## src/rtl/pipelined_add_sub.sv

```systemverilog
// pipelined_add_sub
//   Pipelined adder/subtractor. The WIDTH-bit carry chain is cut into STAGES slices of
//   SW = WIDTH/STAGES bits. Stage k adds slice k and registers it. The upper operand slices
//   that are still unprocessed, the finished lower sum slices and the slice carry all move
//   down the pipe together with a per-stage valid bit. The last stage also registers the
//   overflow and zero flags, so every result output comes straight from a flop.
//
//   A stalled output (out_valid && !out_ready) freezes the whole pipe. While it is frozen,
//   in_ready is low.
//
// Ports
//   clk        in   1      rising-edge clock
//   reset      in   1      synchronous, active-high reset
//   in_valid   in   1      operand beat present
//   in_ready   out  1      beat accepted this cycle (combinational: !stall)
//   a, b       in   WIDTH  operands
//   carry_in   in   1      carry into bit 0 (add mode only)
//   subtract   in   1      0: a+b+carry_in, 1: a-b (carry_in ignored)
//   out_valid  out  1      result beat present
//   out_ready  in   1      downstream accepts result
//   sum        out  WIDTH  result, modulo 2^WIDTH
//   carry_out  out  1      carry out of MSB (subtract: 1 = no borrow)
//   overflow   out  1      signed overflow
//   zero       out  1      sum == 0

module pipelined_add_sub #(
  parameter int unsigned WIDTH  = 32,
  parameter int unsigned STAGES = 4
) (
  input  logic             clk,
  input  logic             reset,
  input  logic             in_valid,
  output logic             in_ready,
  input  logic [WIDTH-1:0] a,
  input  logic [WIDTH-1:0] b,
  input  logic             carry_in,
  input  logic             subtract,
  output logic             out_valid,
  input  logic             out_ready,
  output logic [WIDTH-1:0] sum,
  output logic             carry_out,
  output logic             overflow,
  output logic             zero
);

  localparam int unsigned SW   = WIDTH / STAGES;
  localparam int unsigned Last = STAGES - 1;

  // Stage registers: valid bit, operand A, pre-inverted operand B', partial sum, slice carry.
  logic [STAGES-1:0] vld_q;
  logic [WIDTH-1:0]  a_q [STAGES];
  logic [WIDTH-1:0]  b_q [STAGES];
  logic [WIDTH-1:0]  s_q [STAGES];
  logic [STAGES-1:0] c_q;
  logic              ovf_q;
  logic              zero_q;

  // Inputs seen by each stage: the ports for stage 0, the previous register otherwise.
  logic [STAGES-1:0] p_v;
  logic [WIDTH-1:0]  p_a [STAGES];
  logic [WIDTH-1:0]  p_b [STAGES];
  logic [WIDTH-1:0]  p_s [STAGES];
  logic [STAGES-1:0] p_c;

  // Results each stage produces for its register.
  logic [WIDTH-1:0]  nxt_s [STAGES];
  logic [STAGES-1:0] nxt_c;
  logic              ovf_d;
  logic              zero_d;
  logic              msb_cin;

  logic stall;

  assign stall    = vld_q[Last] && !out_ready;
  assign in_ready = !stall;

  // Stage input routing. Subtraction becomes a + ~b + 1 at the pipe entry, and the mode is
  // not needed after that point. This lets beats with different modes follow each other
  // without interfering.
  always_comb begin
    p_v    = '0;
    p_c    = '0;
    p_v[0] = in_valid;
    p_a[0] = a;
    p_b[0] = subtract ? ~b : b;
    p_s[0] = '0;
    p_c[0] = subtract ? 1'b1 : carry_in;
    for (int k = 1; k < STAGES; k++) begin
      p_v[k] = vld_q[k-1];
      p_a[k] = a_q[k-1];
      p_b[k] = b_q[k-1];
      p_s[k] = s_q[k-1];
      p_c[k] = c_q[k-1];
    end
  end

  // One SW-bit slice of the carry chain per stage.
  always_comb begin
    logic [SW:0] slice_sum;
    slice_sum = '0;
    nxt_c     = '0;
    for (int k = 0; k < STAGES; k++) begin
      slice_sum = {1'b0, p_a[k][k*SW +: SW]} + {1'b0, p_b[k][k*SW +: SW]}
                + {{SW{1'b0}}, p_c[k]};
      nxt_s[k]              = p_s[k];
      nxt_s[k][k*SW +: SW]  = slice_sum[SW-1:0];
      nxt_c[k]              = slice_sum[SW];
    end
  end

  // The carry into the MSB is recovered from the MSB's own sum bit:
  // s = a ^ b' ^ cin, so cin = a ^ b' ^ s.
  always_comb begin
    msb_cin = p_a[Last][WIDTH-1] ^ p_b[Last][WIDTH-1] ^ nxt_s[Last][WIDTH-1];
    ovf_d   = msb_cin ^ nxt_c[Last];
    zero_d  = (nxt_s[Last] == '0);
  end

  always_ff @(posedge clk) begin
    if (reset) begin
      vld_q  <= '0;
      c_q    <= '0;
      ovf_q  <= 1'b0;
      zero_q <= 1'b0;
      for (int k = 0; k < STAGES; k++) begin
        a_q[k] <= '0;
        b_q[k] <= '0;
        s_q[k] <= '0;
      end
    end else if (!stall) begin
      vld_q  <= p_v;
      c_q    <= nxt_c;
      ovf_q  <= ovf_d;
      zero_q <= zero_d;
      for (int k = 0; k < STAGES; k++) begin
        a_q[k] <= p_a[k];
        b_q[k] <= p_b[k];
        s_q[k] <= nxt_s[k];
      end
    end
  end

  assign out_valid = vld_q[Last];
  assign sum       = s_q[Last];
  assign carry_out = c_q[Last];
  assign overflow  = ovf_q;
  assign zero      = zero_q;

endmodule

```

## config.mk

```make
export PLATFORM = sky130hd
export DESIGN_NAME = pipelined_add_sub
export DESIGN_NICKNAME = d
export VERILOG_FILES = /design/src/rtl/pipelined_add_sub.sv
export SDC_FILE = /design/constraint.sdc
export NUM_CORES = 1
export LEC_CHECK = 0
export BUFFER_PORTS_ARGS = -buffer_cell sky130_fd_sc_hd__buf_2
export CAP_MARGIN = 30
export CORE_AREA = 2 2 115 173
export DETAILED_ROUTE_END_ITERATION = 8
export DIE_AREA = 0 0 117 175
export PLACE_DENSITY = 0.62
export SETUP_SLACK_MARGIN = 0.05
export SLEW_MARGIN = 5
export SYNTH_ARGS = -nofsm -noshare
export SYNTH_HDL_FRONTEND = slang
export SYNTH_SLANG_ARGS = --single-unit
```

## constraint.sdc

```tcl
create_clock -name clk -period 7.5 [get_ports clk]
set_input_delay 1.5 -clock clk [delete_from_list [all_inputs] [get_ports clk]]
set_output_delay 1.5 -clock clk [all_outputs]
set_load 0.05 [all_outputs]
```

==> results.md, run 1 <==
- Count of cell types in the netlist: 51
- Sw Ratio: 23.2%
- Cell mode on critical path: buf_2
- Largest cells by area after synthesis: edfxtp_1 63%, and2_1 9.6%, ha_1 4.2%
- Leak: 4.19 nW
- Kind of critical path: in2out
- Die H: 175 um
- Final nets: 827
- Post-CTS Setup Inserts: 0
- Area grow syn2layout: 16.4%
- Predominant post-synthesis flop cell: edfxtp_1
- Post-synth top area cell: edfxtp_1
- Starting density of the core: 44.0%
- Tcrit/Tclk final: 55.4%
- Slew HR: 38.8%
- Metal2 WL: 6950 um
- Warnings from Yosys: 0
- WP depth: 4
- Share of power burned in registers: 53.4%
- Core area: 19000 um2
- Clock-pin slew on the worst setup and hold paths: 70 ps
- Clock share of power: 36.0%
- DRT iter0 DRCs: 267
- Die width: 117 um
- Int Power: 1.78 mW
- Slowest-stage cell, CP: nor2b_1
- Psw: 0.538 mW
- Cells after synthesis: 616
- Root Driver: clkbuf_16
- Combinational Power Share: 10.6%
- Commonest cells in the netlist: 176 x edfxtp_1, 128 x and2_1, 65 x nor2_1
- Register-to-Register Path Depth: 5
- Critical Path Sink Type: output pin
- Final antenna-violating net count: 0
- Drt first pass iters: 5
- Area of the multi-input gates: 2710 um2
- Later-pin clock latency in the skew report: 420 ps
- Critical path arrival: 2650 ps
- # IOs: 107
- CTS Buf Count: 17
- CP peak stage delay: 540 ps
- Status: complete, no violations
- Avg WL per Cell: 13.8 um
- Power Dens Cells: 237 nW/um2
- Max cap viols: 0
- Layout cells sized above 1: 21.8%
- CTS max path bufs: 2
- Fill count: 1642
- Overflow after GRT: 0
- Final Max Slew Viols: 0
- Met1 Wirelength: 5890 um
- Routed WL: 13700 um
- Syn avg cell area: 13.6 um2
- RePlAce Congestion: 0.836
- Max IR drop VDD: 0.159 mV
- Post-synth EDFFs: 176
- Clock tree sinks: 186
- Initial antenna violation count: 0
- Ant diodes: 0
- Setup TNS: 0 ps
- Final hold viol count: 0
- CTS H-tree depth: 4
- Top layer in use: met4
- # resized after CTS: 0
- Synthesized Nets: 722
- PortBufs: 106
- Cell Count, Final, Fillers Out: 990
- CTS tree: done
- Slew @ Worst Pin: 918 ps
- Seq/Total Area, Yosys: 65.5%
- RSZ-0062 raised after global routing: no
- Setup violators final: 0
- Most frequent cell after synthesis: edfxtp_1
- Cell family with most CP delay: buffers and inverters
- CTS Hold Bufs: 0
- Final worst path period need: 4150 ps
- Final HPWL DP: 9590 um
- CP Cell Sequence: buf_2 -> nor2b_1 -> inv_2 -> buf_2
- Met3 wire len: 475 um
- Clock Skews: 6.88 ps
- Mapped cell area: 8370 um2
- Vias: 4637
- Hold path depth: 2
- Via/cell ratio: 4.68
- First-pass GRT wire length: 22500 um
- Peak Freq: 241 MHz
- Die area: 20500 um2
- CP max FO: 9
- Register area: 5490 um2
- FF+latch count, synth: 186
- Critical path data required time: 6000 ps
- DRC violations left: 0
- Largest net degree at the start of global routing: 111
- Rows: 62
- Vias in the first global route: 4767
- CP Buf/Inv Count: 3
- Startpoint types: primary input
- Inst Count DP: 955
- Synth top area share: 63.1%
- Asr flop ratio synth: 0%
- Total track usage: 14.1%
- HP Class: reg2reg
-- cells in the final DEF, fill, tap and decap left out, types with 5 or more instances in the layout --
master,instances
a211oi_1,6
edfxtp_1,176
xnor2_1,34
inv_6,6
clkinv_2,6
nor2_1,65
a21o_1,6
buf_2,106
o21ai_0,5
clkbuf_16,17
nor3_1,8
nand2_1,15
fa_1,8
inv_1,15
and2_1,128
xor2_1,15
a21oi_1,14
dfxtp_1,10
ha_1,28
-- cell families (layout without fill, tap and decap cells) --
kind of cell | count (synthesis) | after routing | synth area share [%]
buffers and inverters | 43 | 161 | 2.18
flip-flops | 186 | 186 | 65.5
XOR/XNOR | 49 | 49 | 5.13
adder cells (fa/ha/maj) | 36 | 36 | 6.10
AND/OR/NAND/NOR | 243 | 243 | 16.1
AO/OA/AOI/OAI | 57 | 57 | 4.78
multiplexers | 2 | 2 | 0.239
-- worst min-delay path, stage by stage (launching register included) --
cell and delay (ps):
dfxtp_1 320, nand2_1 50, a21oi_1 50
-- per-stage QoR --
| stage | area [um2] | setup WS, ps | util (%) | hold slack [ps] | total power [mW] |
|---|---|---|---|---|---|
| 3_5_place_dp | 9130 | 3030 | 48.0 | 457 | 1.51 |
| 4_1_cts | 9680 | 3380 | 50.9 | 467 | 2.34 |
| 5_1_grt | 9750 | 3230 | 51.3 | 488 | 2.42 |
| 3_3_place_gp | 9130 | 3070 | 48.0 | 440 | 1.50 |
| 2_1_floorplan | 8370 | 1460 | - | 429 | 1.43 |
| 6_report | 9750 | 3350 | 51.3 | 468 | 2.31 |
-- path summary, 6_finish.rpt --
kind / slack (ps) / endpoint / from
worst max register to register: 4640 / s_q[0][2]$_SDFFCE_PN0P_ / vld_q[3]$_SDFFE_PP0N_
worst max-delay path: 3350 / in_ready / out_ready
worst min-delay path: 470 / vld_q[2]$_SDFFE_PP0N_ / vld_q[2]$_SDFFE_PP0N_
worst min register to register: 470 / vld_q[2]$_SDFFE_PP0N_ / vld_q[2]$_SDFFE_PP0N_
-- state kept, by name, summed over array words and instances, names as in the netlist --
name	cells
vld_q	4
overflow	1
b_q	48
a_q	48
zero	1
c_q	4
s_q	80
-- layer usage --
metal  track usage [%]  vias up
met3              3.12       25
met1              17.1     2157
met2              24.1       91
li1                  -     2364
met4              6.03        0
met5                 0        -
-- area by class of cell --
type                    count  area share (%)
repair buffers            111            6.29
flip-flops and latches    186            56.3
multi-input cells         387            27.8
well taps                 256            3.29
clock inverters            14            1.23
inverters                  18           0.745
clock buffers              18            4.40
-- power groups by stage --
stage | clock network [mW] | registers [mW] | logic, mW
2_1_floorplan | 0 | 1.29 | 0.147
3_3_place_gp | 0 | 1.26 | 0.239
3_5_place_dp | 0 | 1.26 | 0.245
4_1_cts | 0.856 | 1.24 | 0.246
5_1_grt | 0.898 | 1.24 | 0.273
6_report | 0.833 | 1.24 | 0.245
No activity file was read; power rests on OpenSTA's default activity.
==> run 2: changes to the inputs <==
==> constraint.sdc (replaced) <==
create_clock -name clk -period 4.29 [get_ports clk]
set_input_delay 0.858 -clock clk [delete_from_list [all_inputs] [get_ports clk]]
set_output_delay 0.858 -clock clk [all_outputs]
set_load 0.05 [all_outputs]
==> run 2 against run 1 <==
Against the previous run: die area unchanged; clock skew up 2.9 ps; clock-buffer cell count down 1; largest cell class unchanged; highest routed layer unchanged.
==> results.md, run 2 (synthesis gave the netlist of run 1 again) <==
- Register-to-register setup slack: 1830 ps
- Final antenna-violating net count: 0
- Final Max Slew Viols: 0
- Vias: 4621
- Final HPWL DP: 9500 um
- Largest net degree at the start of global routing: 116
- Status: complete, no violations
- Layout cells sized above 1: 22.2%
- Critical path arrival: 3260 ps
- CTS tree: done
- Final hold viol count: 0
- Kind of critical path: in2reg
- Cell family with most CP delay: compound AO/OA/AOI/OAI gates
- Worst Setup Slack, final: 1270 ps
- CTS max path bufs: 2
- Power Dens Cells: 419 nW/um2
- Startpoint types: primary input
- Register-to-Register Path Depth: 9
- Max reg flops: 80
- CP max FO: 15
- RSZ-0062 raised after global routing: no
- # resized after CTS: 0
- Routed WL: 13600 um
- Starting density of the core: 44.0%
- Slew HR: 54.7%
- Die width: 117 um
- Critical Path Sink Type: flip-flop
- Slowest-stage cell, CP: fa_1
- Die H: 175 um
- DRT iter0 DRCs: 229
- Biggest regs: s_q: 80 flops, a_q: 48 flops, b_q: 48 flops
- HP Class: reg2reg
- Clock Skews: 9.81 ps
- Hold path depth: 2
- CTS Hold Bufs: 0
- Met1 Use GR: 16.9%
- Die area: 20500 um2
- Reg-to-reg startpoint: c_q[2]$_SDFFE_PP0N_
- Most frequent cells in the layout: 176 x edfxtp_1, 128 x and2_1, 106 x buf_2
- Leak: 4.20 nW
- Grt met2 use: 23.7%
- Clock tree sinks: 186
- Clock-pin slew on the worst setup and hold paths: 70 ps
- Overflow after GRT: 0
- Peak Freq: 331 MHz
- Root Driver: clkbuf_16
- Met3 usage: 2.36%
- CP Buf/Inv Count: 1
- Ant diodes: 0
- # IOs: 107
- First-pass GRT wire length: 22100 um
- Drt first pass iters: 4
- Final worst path period need: 3020 ps
- Setup violators final: 0
- DRC violations left: 0
- Via/cell ratio: 4.66
- Critical path data required time: 4530 ps
- Register area: 5490 um2
- Max cap viols: 0
- CP peak stage delay: 430 ps
- Core occupancy in the finished layout: 51.6%
- CTS H-tree depth: 4
- Cell mode on critical path: fa_1
- Total track usage: 13.8%
- Hold Path End: vld_q[0]$_SDFFE_PP0N_
- Rows: 62
- CP Cell Sequence: buf_2 -> or2_2 -> fa_1 -> fa_1 -> a21o_1 -> a21oi_1 -> nor2_1 -> o31a_1 -> a211oi_1
- CTS Buf Count: 17
- Later-pin clock latency in the skew report: 420 ps
- Slew @ Worst Pin: 677 ps
- Vias in the first global route: 4753
- Max IR drop VDD: 0.249 mV
- Fill count: 1641
- Commonest non-fill, non-tap cell in the layout: edfxtp_1
- Final nets: 829
- RePlAce Congestion: 0.809
- Post-CTS Setup Inserts: 0
- Core area: 19000 um2
- Tcrit/Tclk final: 70.5%
- Gr busiest metal: met2
- PortBufs: 106
- Setup WS pre-CTS: 788 ps
- Avg WL per Cell: 13.7 um
- Initial antenna violation count: 0
- Area of the multi-input gates: 2710 um2
- Min-delay src: vld_q[0]$_SDFFE_PP0N_
- R2R Path End: zero$_SDFFE_PP0N_
- Area grow syn2layout: 17.1%
- Largest reg by FF count: s_q
run 2: cell count changes in the layout (fill, tap and decap cells not counted), sizes merged:
cell      change
inv           +1
clkbuf        -1
clkinvlp      +3
buf           +2
clkinv        -4
run 2: final cells by class:
type	instances	share of cell area (%)
Timing Repair Buffer	113	6.33
Tap cell	256	3.27
Clock inverter	14	1.61
Sequential cell	186	56.0
Clock buffer	17	4.34
Inverter	18	0.804
Multi-Input combinational cell	387	27.7
run 2: how the worst max path moves through the flow:
stage / startpoint / endpoint / slack [ps] / depth (start not counted)
after floorplan: out_ready / a_q[0][10]$_SDFFCE_PN0P_ / -90 / 5
after global placement: subtract / s_q[0][7]$_SDFFCE_PN0P_ / 890 / 10
after detailed placement: subtract / s_q[0][7]$_SDFFCE_PN0P_ / 790 / 10
after CTS: subtract / s_q[0][7]$_SDFFCE_PN0P_ / 1240 / 10
after global routing: subtract / s_q[0][7]$_SDFFCE_PN0P_ / 1120 / 10
final: subtract / s_q[0][6]$_SDFFCE_PN0P_ / 1270 / 9
run 2: power by group:
part | switching [mW] | total [mW] | internal [mW]
clock | 0.700 | 1.52 | 0.824
combinational | 0.244 | 0.424 | 0.179
sequential | 0.0407 | 2.16 | 2.12
run 2: metrics by stage:
step           hold slack (ps)  setup TNS, ps  area, um2  power (mW)  std cells
2_1_floorplan              430         -15440       8390        2.51        616
3_3_place_gp               439              0       9200        2.62        959
3_5_place_dp               449              0       9200        2.63        959
4_1_cts                    459              0       9780        4.16        990
5_1_grt                    475              0       9800        4.28        991
6_report                   455              0       9800        4.11        991
run 2: worst min-delay path: cells and delay by family (launching register included):
kind,cells,cell delay [ps]
simple gates,1,50
flops,1,310
compound gates,1,50
run 2: layer usage:
layer / part of all wire (%) / wire [um] / up-vias
met1: 44 / 5900 / 2133
li1: - / - / 2367
met3: 3.3 / 446 / 19
met2: 51 / 6920 / 102
met4: 2.1 / 284 / 0
met5: 0 / 0 / -
